**src/rtl/seg_scan_ctrl.sv**
```systemverilog
// Time-multiplexed seven-segment scan controller with tear-free frame-boundary value loading.
// Optional leading-zero blanking is compiled in when SEG_SCAN_LZB_EN is defined.
module seg_scan_ctrl #(
  parameter int unsigned NUM_DIGITS   = 4,
  parameter int unsigned PRESCALE     = 1000,
  parameter int unsigned BLANK_CYCLES = 16,
  parameter bit          DIG_ACT_HIGH = 1'b1
) (
  input  logic                    sys_clk,
  input  logic                    reset,
  input  logic                    enable,
  input  logic                    load_req,
  input  logic [4*NUM_DIGITS-1:0] value_in,
  output logic                    load_ack,
  output logic [3:0]              hex_out,
  output logic [NUM_DIGITS-1:0]   dig_en,
  output logic                    seg_blank,
  output logic                    frame_done
);

  localparam int unsigned CntW = $clog2(PRESCALE);
  localparam int unsigned DigW = (NUM_DIGITS > 1) ? $clog2(NUM_DIGITS) : 1;

  localparam logic [CntW-1:0] BlankLast = CntW'(BLANK_CYCLES - 1);
  localparam logic [CntW-1:0] SlotLast  = CntW'(PRESCALE - 1);
  localparam logic [DigW-1:0] DigLast   = DigW'(NUM_DIGITS - 1);
  localparam logic [NUM_DIGITS-1:0] DigOff = DIG_ACT_HIGH ? '0 : '1;

  typedef enum logic [1:0] {StIdle, StBlank, StDrive} state_e;

  state_e                  state_q, state_d;
  logic [CntW-1:0]         cnt_q, cnt_d;
  logic [DigW-1:0]         digit_q, digit_d;
  logic [4*NUM_DIGITS-1:0] disp_q, disp_d;
  logic [3:0]              hex_d;
  logic [NUM_DIGITS-1:0]   dig_en_d;
  logic                    seg_blank_d, frame_done_d, load_ack_d;
  logic                    capture;
  logic                    lit_d;
  logic [3:0]              nibble_d;
  logic [NUM_DIGITS-1:0]   onehot_d;
`ifdef SEG_SCAN_LZB_EN
  logic [NUM_DIGITS-1:0]   suppress_d;
  logic                    hi_zero;
`endif

  always_ff @(posedge sys_clk or posedge reset) begin
    if (reset) begin
      state_q    <= StIdle;
      cnt_q      <= '0;
      digit_q    <= '0;
      disp_q     <= '0;
      hex_out    <= 4'h0;
      dig_en     <= DigOff;
      seg_blank  <= 1'b1;
      frame_done <= 1'b0;
      load_ack   <= 1'b0;
    end else begin
      state_q    <= state_d;
      cnt_q      <= cnt_d;
      digit_q    <= digit_d;
      disp_q     <= disp_d;
      hex_out    <= hex_d;
      dig_en     <= dig_en_d;
      seg_blank  <= seg_blank_d;
      frame_done <= frame_done_d;
      load_ack   <= load_ack_d;
    end
  end

  always_comb begin
    state_d = state_q;
    cnt_d   = cnt_q;
    digit_d = digit_q;
    if (!enable) begin
      state_d = StIdle;
      cnt_d   = '0;
      digit_d = '0;
    end else begin
      unique case (state_q)
        StIdle: begin
          state_d = StBlank;
          cnt_d   = '0;
          digit_d = '0;
        end
        StBlank: begin
          cnt_d = cnt_q + 1'b1;
          if (cnt_q == BlankLast) state_d = StDrive;
        end
        StDrive: begin
          if (cnt_q == SlotLast) begin
            state_d = StBlank;
            cnt_d   = '0;
            digit_d = (digit_q == DigLast) ? '0 : digit_q + 1'b1;
          end else begin
            cnt_d = cnt_q + 1'b1;
          end
        end
        default: state_d = StIdle;
      endcase
    end
  end

  // The boundary cycle is exactly the cycle frame_done is high, independent of enable.
  always_comb begin
    capture = load_req && (state_q == StIdle || frame_done);
    disp_d  = capture ? value_in : disp_q;

    nibble_d = 4'h0;
    onehot_d = '0;
    for (int i = 0; i < NUM_DIGITS; i++) begin
      if (digit_d == DigW'(i)) begin
        nibble_d    = disp_d[4*i +: 4];
        onehot_d[i] = 1'b1;
      end
    end

`ifdef SEG_SCAN_LZB_EN
    suppress_d = '0;
    hi_zero    = 1'b1;
    for (int i = NUM_DIGITS - 1; i > 0; i--) begin
      hi_zero       = hi_zero && (disp_d[4*i +: 4] == 4'h0);
      suppress_d[i] = hi_zero;
    end
    lit_d = (state_d == StDrive) && ((suppress_d & onehot_d) == '0);
`else
    lit_d = (state_d == StDrive);
`endif

    hex_d        = (state_d == StBlank && cnt_d == '0) ? nibble_d : hex_out;
    dig_en_d     = lit_d ? (DIG_ACT_HIGH ? onehot_d : ~onehot_d) : DigOff;
    seg_blank_d  = !lit_d;
    frame_done_d = (state_d == StDrive) && (digit_d == DigLast) && (cnt_d == SlotLast);
    load_ack_d   = capture;
  end

endmodule

```
**config.mk**
```make
export PLATFORM = sky130hd
export DESIGN_NAME = seg_scan_ctrl
export DESIGN_NICKNAME = d
export VERILOG_FILES = /design/src/rtl/seg_scan_ctrl.sv
export SDC_FILE = /design/constraint.sdc
export NUM_CORES = 1
export LEC_CHECK = 0
export ABC_AREA = 0
export CAP_MARGIN = 25
export CORE_MARGIN = 10
export CORE_UTILIZATION = 53
export CTS_CLUSTER_DIAMETER = 40
export CTS_CLUSTER_SIZE = 28
export DETAILED_ROUTE_END_ITERATION = 12
export PLACE_DENSITY = 0.85
export SLEW_MARGIN = 40
export SYNTH_ARGS = -nofsm -noshare
export SYNTH_HDL_FRONTEND = slang
export SYNTH_SLANG_ARGS = --single-unit
```
**constraint.sdc**
```tcl
create_clock -name sys_clk -period 3.69 [get_ports sys_clk]
set_clock_uncertainty 0.2 [all_clocks]
set_input_delay 0.369 -clock sys_clk [delete_from_list [all_inputs] [get_ports sys_clk]]
set_output_delay 0.369 -clock sys_clk [all_outputs]
set_load 0.01 [all_outputs]
```
; After elaboration in Yosys (flattened, before gate mapping)
; Index checks and enable logic that the tools add are counted.
[word_totals]
wordCells = 52
reg_bits = 41
out_inout_bits = 11
in_bits = 20
[classes]
addsub = 2
reduce_logical = 9
muxes = 21
eq_ne = 11
[op_table]
columns = cell, n
row1 = one-hot mux 10 bit (3 select lines), 1
row2 = "equality test 10 bit, second input constant", 2
row3 = two-way mux 10 bit, 2
row4 = two-way mux 4 bit, 5
row5 = two-way mux 16 bit, 1
row6 = two-way mux 2 bit, 6
row7 = "adder 10 x 1 -> 10 bit, second input constant", 1
row8 = "equality test 10 x 4 -> 1 bit, second input constant", 1
row9 = "equality test 2 bit, second input constant", 5
row10 = logical NOT 10 bit, 1
row11 = "equality test 2 x 1 -> 1 bit, second input constant", 3
row12 = one-hot mux 2 bit (3 select lines), 1
row13 = logical AND 1 bit, 4
row14 = logical NOT 2 bit, 2
row15 = two-way mux 1 bit, 4
row16 = one-hot mux 2 bit (2 select lines), 1
row17 = "adder 2 x 1 -> 2 bit, second input constant", 1
row18 = logical NOT 1 bit, 1
row19 = logical OR 1 bit, 1

; Logic depth before layout (Yosys ltp)
; Gate-level depths: netlist of the first run.
[depth]
word_depth = 10
ltp_mapped = 8
mapped_depth_nobuf = 8

; Worst setup path before layout of the first run
; Ideal clock, no wire load.
[synth_timing]
path_type = reg-to-reg
from = register state_q[0]
to = register hex_out[2]
slack_ps = 1034
required_time_ps = 3365
setup_ps = 125
t_arrival_ps = 2331
path_stages_with_launch = 9
path_cell_list = dfrtp_1 -> buf_2 -> nor2_1 -> o21ai_2 -> buf_2 -> mux2_2 -> mux2_2 -> a221o_1 -> mux2_2
[synth_between]
word_cells_on_any_way = 25
classes_between = 6 x eq/ne / 13 x mux / 6 x reduce/logical
[synth_lines]
columns = element, line_no
row1 = "start, declared", 31  ; state_e state_q, state_d;
row2 = "start signal, assigned", 49  ; state_q <= StIdle;
row3 = "start signal, assigned", 59  ; state_q <= state_d;
row4 = logical NOT 2 bit, 106  ; capture = load_req && (state_q == StIdle || frame_done);
row5 = logical OR 1 bit, 106
row6 = logical AND 1 bit, 106
row7 = two-way mux 16 bit, 107  ; disp_d = capture ? value_in : disp_q;
row8 = net disp_d[14], 34  ; logic [4*NUM_DIGITS-1:0] disp_q, disp_d;
row9 = two-way mux 4 bit, 112  ; if (digit_d == DigW'(i)) begin
row10 = "end signal, assigned", 53  ; hex_out <= 4'h0;
row11 = "end signal, assigned", 63  ; hex_out <= hex_d;
row12 = "end, declared", 15  ; output logic [3:0] hex_out,
; The timed path passes the listed nets, and every way through them passes these cells.
; A chain may end at the register's enable or synchronous reset.

; Worst setup path after layout of the first run
[layout_timing]
from = register cnt_q[0]
to = register hex_out[0]
[layout_between]
elab_chain_len = 9
word_cells_on_any_way = 24
classes_between = 1 x add/sub / 6 x eq/ne / 14 x mux / 3 x reduce/logical
[layout_lines]
columns = element, line_no
row1 = "start, declared", 32  ; logic [CntW-1:0] cnt_q, cnt_d;
row2 = "start signal, assigned", 60  ; cnt_q <= cnt_d;
row3 = "parallel branches: the longest is 9 deep, another holds adder 10 x 1 -> 10 bit", n/a
; Several ways; the timed one is not identified.

==> results.yml, run 1 <==
drt:
  drt_drc_violations_left: 0
  route.detailed.vias_per_inst: 5.798
  final_antenna_net_count: 0
  drt_pre_antenna_iters: 4
  drt-initial-drc-count: 129
  wl_per_cell_um: 16.98
  totalWireLength_um: 4618
  via_count: 1577
cts:
  cts_tree: "built"
  hold_buffers_post_cts: 0
  ctsLongestPathBuffers: 2
  clk_root_buffer_cell: "sky130_fd_sc_hd__clkbuf_8"
  cts_post_setup_buffers_inserted: 0
  clk_latency_ns: 0.29
  clk_transition_reported_paths_ns: 0.07
  htreeDepth: 2
  tritoncts_num_sinks: 41
  cts-buffers-inserted: 5
  post_cts.resized_instances: 0
floorplan:
  rows: 22
  die_height_um: 82.43
  io_pins: 31
  start_util: 0.5559
  fp.dieW_um: 82.43
  core_sq_mm: 0.003716
  floorplan.die_area_sq_mm: 0.006795
synthesis:
  syn-instance-count: 190
  synth-edff-count: 0
  synth_sequential_area_ratio: 0.4973
  synth-seq-cells: 41
  syn_avg_cell_area_sq_um: 10.87
  yosys_warnings: 0
  synth-async-reset-ratio: 1.000
  synth_cell_type_count: 43
  syn-num-nets: 212
  predominant_post_synthesis_flop_cell: "sky130_fd_sc_hd__dfrtp_1"
  netlist_area_sq_mm: 0.002066
placed_design:
  placement.setup.worst_slack_ns: 0.6331
  routabilityCongestion: 0.9265
  dp_hpwl_um: 3425
  io_buffer_count: 30
  placed_cells_incl_taps: 264
worst_setup_path:
  timing.critical_path.arrival_ns: 3.10
  cp_slowest_cell: "sky130_fd_sc_hd__dfrtp_1"
  worst_path_dominant_cell_family: "simple AND/OR/NAND/NOR gates"
  reg2reg_setup_slack_ns: 0.58
  cp.required_ns: 3.67
  rr_startpoint: "cnt_q[0]"
  crit_cells: 7
  cp.buffers_inverters: 0
  timing_worst_setup_path_type: "reg2reg"
  r2r-end: "hex_out[0]"
  critPathMaxStageDelay_ns: 0.49
  cp_cell_sequence: "ha_1, and3_1, or4b_1, xnor2_1, a2111oi_0, o21ai_0, mux2_2"
  start_kind: "flip-flop"
  critical_path.max_fanout: 6
  worstRegToRegCells: 7
  cp-end-kind: "flip-flop"
final_layout:
  layout_common_cells: "40 x sky130_fd_sc_hd__dfrtp_1, 30 x sky130_fd_sc_hd__clkdlybuf4s50_1, 19 x sky130_fd_sc_hd__mux2_2"
  layout_commonest_cell: "sky130_fd_sc_hd__dfrtp_1"
  multi_input_area_sq_um: 953.4
  area_growth_pct: 22.77
  postLayoutCoreUtil: 0.6825
  final-instance-count-excl-fill: 272
  final_nets: 245
  insertedDiodeCount: 0
  final_layout_size_suffix_gt1_frac: 0.1429
  fillerInstances: 287
  ff_latch_area_sq_mm: 0.001027
power_and_ir_drop:
  power.share.switching: 0.2282
  power-per-cell-area_mw_per_mm2: 409.4
  clock_network_fraction_of_total_power: 0.357
  share_seq_of_total_power: 0.491
  cellInternalPower_mw: 0.8013
  static-leakage-power_nw: 1.121
  ir_worst_vdd_mv: 0.3277
  comb_pwr_share: 0.153
  net_switching_power_mw: 0.2370
timing:
  post-route-worst-setup-slack_ns: 0.5761
  timing.hold.ws_ns: 0.1956
  tightestPinTransition_ns: 0.6710
  timing.final.max_slew_violations: 0
  finalSetupViolCount: 0
  max_clock_freq_mhz: 321.1
  grt_setup_unrepaired: "false"
  final_period_minus_worst_setup_slack_ns: 3.114
  slew_headroom: 0.5499
  final.period_utilization: 0.8439
  hold_viol: 0
  fin_tns_setup_ns: 0
flow_run:
  timing.max_cap.violations: 0
global_route:
  grt_first_pass_wirelength_um: 7900
  grt_remaining_overflow: 0
  first_global_vias: 1656
  groute.usage.overall: 0.1498
  grt_max_degree: 23
  grt_antenna_before_repair: 0
status:
  run_status: "completed"
min_path:
  hold_path.class: "in2async"
## layer usage
metal / wire length [um] / global-route usage
met1: 1877 / 0.1735
met2: 2381 / 0.2558
met5: 0 / 0
met4: 93 / 0.05102
met3: 265 / 0.04752
## power groups by stage
stage          Clock, mW  Sequential [mW]  Combinational, mW
2_1_floorplan          0            0.518             0.0856
3_3_place_gp           0            0.516              0.156
3_5_place_dp           0            0.516              0.160
4_1_cts            0.378            0.509              0.161
5_1_grt            0.402            0.512              0.176
6_report           0.370            0.509              0.159
## logic make-up after synthesis
kind of cell	Yosys count	synth area share
fa+ha+maj	2	0.01211
flops	41	0.4973
buf+inv	23	0.04482
xor+xnor	10	0.04240
mux	29	0.1520
compound gates	22	0.08177
simple gates	63	0.1696
## cell type report
cell class	count	area share
Sequential cell	41	0.4050
Multi-Input combinational cell	126	0.3759
Timing Repair Buffer	32	0.1243
Clock buffer	7	0.03404
Inverter	17	0.02516
Tap cell	48	0.02368
Clock inverter	1	0.01184
## through the flow
stage | power (mW) | area, sq um
after floorplan | 0.6032 | 2066
after global placement | 0.6724 | 2412
after detailed placement | 0.6760 | 2420
after CTS | 1.048 | 2536
after global routing | 1.090 | 2536
final | 1.038 | 2536
## worst max-delay path by stage
stage | from | endpoint | slack (ns)
after global placement | cnt_q[0] | hex_out[2] | 0.66
after detailed placement | cnt_q[0] | hex_out[3] | 0.63
final | cnt_q[0] | hex_out[0] | 0.58
after CTS | cnt_q[0] | hex_out[0] | 0.60
after floorplan | state_q[0] | hex_out[2] | 1.03
after global routing | cnt_q[0] | hex_out[0] | 0.31
## sequential cells by signal, indices dropped and copies added, names as in the netlist
name,cells
dig_en,4
seg_blank,1
cnt_q,10
state_q,2
digit_q,2
hex_out,4
frame_done,1
disp_q,16
load_ack,1
## Yosys cell counts, types with 2 or more instances
| cell type | count | area [sq um] |
|---|---|---|
| sky130_fd_sc_hd__o31ai_1 | 2 | 15.01 |
| sky130_fd_sc_hd__nand2_1 | 12 | 45.04 |
| sky130_fd_sc_hd__nor2_1 | 17 | 63.81 |
| sky130_fd_sc_hd__ha_1 | 2 | 25.02 |
| sky130_fd_sc_hd__nand4_1 | 4 | 25.02 |
| sky130_fd_sc_hd__xnor2_1 | 8 | 70.07 |
| sky130_fd_sc_hd__or3_1 | 2 | 12.51 |
| sky130_fd_sc_hd__o22ai_1 | 4 | 25.02 |
| sky130_fd_sc_hd__dfrtp_1 | 40 | 1001 |
| sky130_fd_sc_hd__buf_2 | 5 | 25.02 |
| sky130_fd_sc_hd__nand3_1 | 3 | 15.01 |
| sky130_fd_sc_hd__nor2b_1 | 2 | 12.51 |
| sky130_fd_sc_hd__nor3_1 | 6 | 30.03 |
| sky130_fd_sc_hd__nor4_1 | 3 | 18.77 |
| sky130_fd_sc_hd__inv_1 | 17 | 63.81 |
| sky130_fd_sc_hd__and3_1 | 2 | 12.51 |
| sky130_fd_sc_hd__mux2i_1 | 10 | 100.1 |
| sky130_fd_sc_hd__a221o_1 | 4 | 40.04 |
| sky130_fd_sc_hd__nand2b_1 | 3 | 18.77 |
| sky130_fd_sc_hd__xor2_1 | 2 | 17.52 |
| sky130_fd_sc_hd__nor3b_1 | 2 | 15.01 |
| sky130_fd_sc_hd__mux2_2 | 19 | 214.0 |
Note: power is estimated with default switching activity, not from simulation.
==> run 2: changes to the inputs <==
--- a/config.mk
+++ b/config.mk
@@ -8,11 +8,11 @@
 export ABC_AREA = 0
 export CAP_MARGIN = 25
 export CORE_MARGIN = 10
-export CORE_UTILIZATION = 53
+export CORE_UTILIZATION = 48
 export CTS_CLUSTER_DIAMETER = 40
 export CTS_CLUSTER_SIZE = 28
 export DETAILED_ROUTE_END_ITERATION = 12
-export PLACE_DENSITY = 0.85
+export PLACE_DENSITY = 0.82
 export SLEW_MARGIN = 40
 export SYNTH_ARGS = -nofsm -noshare
 export SYNTH_HDL_FRONTEND = slang
==> constraint.sdc (replaced) <==
create_clock -name sys_clk -period 2.8 [get_ports sys_clk]
set_clock_uncertainty 0.2 [all_clocks]
set_input_delay 0.28 -clock sys_clk [delete_from_list [all_inputs] [get_ports sys_clk]]
set_output_delay 0.28 -clock sys_clk [all_outputs]
set_load 0.01 [all_outputs]
==> results.yml, run 2 (synthesized netlist as in run 1, its figures left out) <==
worst_setup_path:
  cp.required_ns: 2.79
  critical_path.max_fanout: 4
  critPathMaxStageDelay_ns: 0.44
  crit_cells: 8
  timing.critical_path.arrival_ns: 2.78
  worstRegToRegCells: 8
  cp-end-kind: "flip-flop"
  cp_slowest_cell: "sky130_fd_sc_hd__dfrtp_1"
  timing_worst_setup_path_type: "reg2reg"
  worst_path_dominant_cell_family: "multiplexers"
  cp.buffers_inverters: 1
  cp_cell_sequence: "ha_4, nand3b_1, nor4_4, buf_4, mux2i_4, mux2_4, a221o_1, mux2_2"
  start_kind: "flip-flop"
global_route:
  groute.usage.overall: 0.1211
  grt_antenna_before_repair: 0
  grt_remaining_overflow: 0
  grt_first_pass_wirelength_um: 7217
  grt_max_degree: 42
  first_global_vias: 1591
final_layout:
  area_growth_pct: 31.19
  final_nets: 259
  stdcell_area_sq_mm: 0.002710
  max_flop_register: "disp_q"
  reg_top3: "disp_q (16), cnt_q (10)"
  final_layout_size_suffix_gt1_frac: 0.2227
  fillerInstances: 319
  insertedDiodeCount: 0
  layout_common_cells: "38 x sky130_fd_sc_hd__dfrtp_1, 30 x sky130_fd_sc_hd__clkdlybuf4s50_1, 17 x sky130_fd_sc_hd__nor2_1"
  largest_register_ffs: 16
  layout_commonest_cell: "sky130_fd_sc_hd__dfrtp_1"
drt:
  route.detailed.vias_per_inst: 5.538
  drt_pre_antenna_iters: 4
  totalWireLength_um: 4609
  drt-initial-drc-count: 174
  via_count: 1595
  wl_per_cell_um: 16.00
  drt_drc_violations_left: 0
  final_antenna_net_count: 0
power_and_ir_drop:
  power.share.switching: 0.2343
  power-per-cell-area_mw_per_mm2: 514.1
  ir_worst_vdd_mv: 0.3511
  net_switching_power_mw: 0.3265
  comb_pwr_share: 0.164
  cellInternalPower_mw: 1.067
  clock_network_fraction_of_total_power: 0.356
  share_seq_of_total_power: 0.480
  static-leakage-power_nw: 1.213
  total_power_mw: 1.393
cts:
  tritoncts_num_sinks: 41
  hold_buffers_post_cts: 0
  clk_transition_reported_paths_ns: 0.08
  clk_root_buffer_cell: "sky130_fd_sc_hd__clkbuf_8"
  clk_latency_ns: 0.30
  htreeDepth: 2
  cts_tree: "built"
  ctsLongestPathBuffers: 2
  cts-buffers-inserted: 5
floorplan:
  core_sq_mm: 0.004086
  io_pins: 31
  die_height_um: 85.60
  rows: 23
  floorplan.die_area_sq_mm: 0.007327
  start_util: 0.5055
  fp.dieW_um: 85.60
placed_design:
  post_dp_cell_area_sq_mm: 0.002502
  io_buffer_count: 30
  routabilityCongestion: 0.8652
  dp_hpwl_um: 3359
  placement.setup.worst_slack_ns: -0.03068
timing:
  fin_tns_setup_ns: 0
  final.period_utilization: 0.9976
  max_clock_freq_mhz: 358.0
  finalSetupViolCount: 0
  final_period_minus_worst_setup_slack_ns: 2.793
  post-route-worst-setup-slack_ns: 0.006764
  timing.final.max_slew_violations: 0
  grt_setup_unrepaired: "true"
  slew_headroom: 0.6254
  tightestPinTransition_ns: 0.5597
  hold_viol: 0
status:
  run_status: "completed"
flow_run:
  timing.max_cap.violations: 0
min_path:
  hold_path.class: "in2async"
[run 2: cell types whose count changed in the layout (fill, tap and decap cells not counted), sizes merged]
cell,delta
buf,+14
clkbuf,-1
clkinv,-1
clkinvlp,+1
inv,+1
[run 2: area by class of cell]
class | instances | area (sq um) | area share
multi-input cells | 126 | 1001 | 0.3693
flip-flops and latches | 41 | 1030 | 0.3800
repair buffers | 46 | 432.9 | 0.1597
clock inverters | 2 | 37.54 | 0.01385
inverters | 17 | 63.81 | 0.02355
well taps | 50 | 62.56 | 0.02308
clock buffers | 6 | 82.58 | 0.03047
[run 2: path summary, 6_finish.rpt]
check / startpoint / slack (ns) / endpoint
setup / recovery: cnt_q[1] / 0.007 / hex_out[2]
hold / removal: reset / 0.20 / disp_q[6]
setup reg to reg: cnt_q[1] / 0.007 / hex_out[2]
hold reg to reg: disp_q[10] / 0.30 / disp_q[10]
max in group asynchronous: reset / 1.82 / seg_blank
min in group sys_clk: disp_q[10] / 0.30 / disp_q[10]
[run 2: timing repair]
| action | 4_1_cts | 5_1_grt |
|---|---|---|
| resized for setup | 2 | 11 |
| pin swaps | 0 | 2 |
| endpoints found under the setup margin | 2 | 5 |
| buffers inserted | 0 | 4 |
[run 2: power groups by stage]
stage	sequential, mW	clock, mW	combinational [mW]
2_1_floorplan	0.682	0	0.113
3_3_place_gp	0.678	0	0.217
3_5_place_dp	0.679	0	0.224
4_1_cts	0.668	0.502	0.225
5_1_grt	0.674	0.525	0.249
6_report	0.669	0.496	0.228
[run 2: tightest hold or removal path, cell delays in order]
cell	delay, ns
sky130_fd_sc_hd__clkdlybuf4s50_1	0.39
sky130_fd_sc_hd__inv_1	0.05
sky130_fd_sc_hd__buf_4	0.42
[run 2: metal layers]
layer  track usage  wire length, um  part of all wire
met5             0                0                 0
met3       0.04825              293             0.064
met1        0.1469             2068              0.45
met2        0.1901             2194              0.48
met4       0.04192               53             0.011
[run 2: through the flow]
stage / hold slack [ns] / utilization / cells
4_1_cts: 0.2237 / 0.6433 / 284
5_1_grt: 0.2601 / 0.6632 / 288
3_5_place_dp: 0.2732 / 0.6124 / 276
3_3_place_gp: 0.2703 / 0.6124 / 276
2_1_floorplan: 0.2086 / - / 190
6_report: 0.2017 / 0.6632 / 288
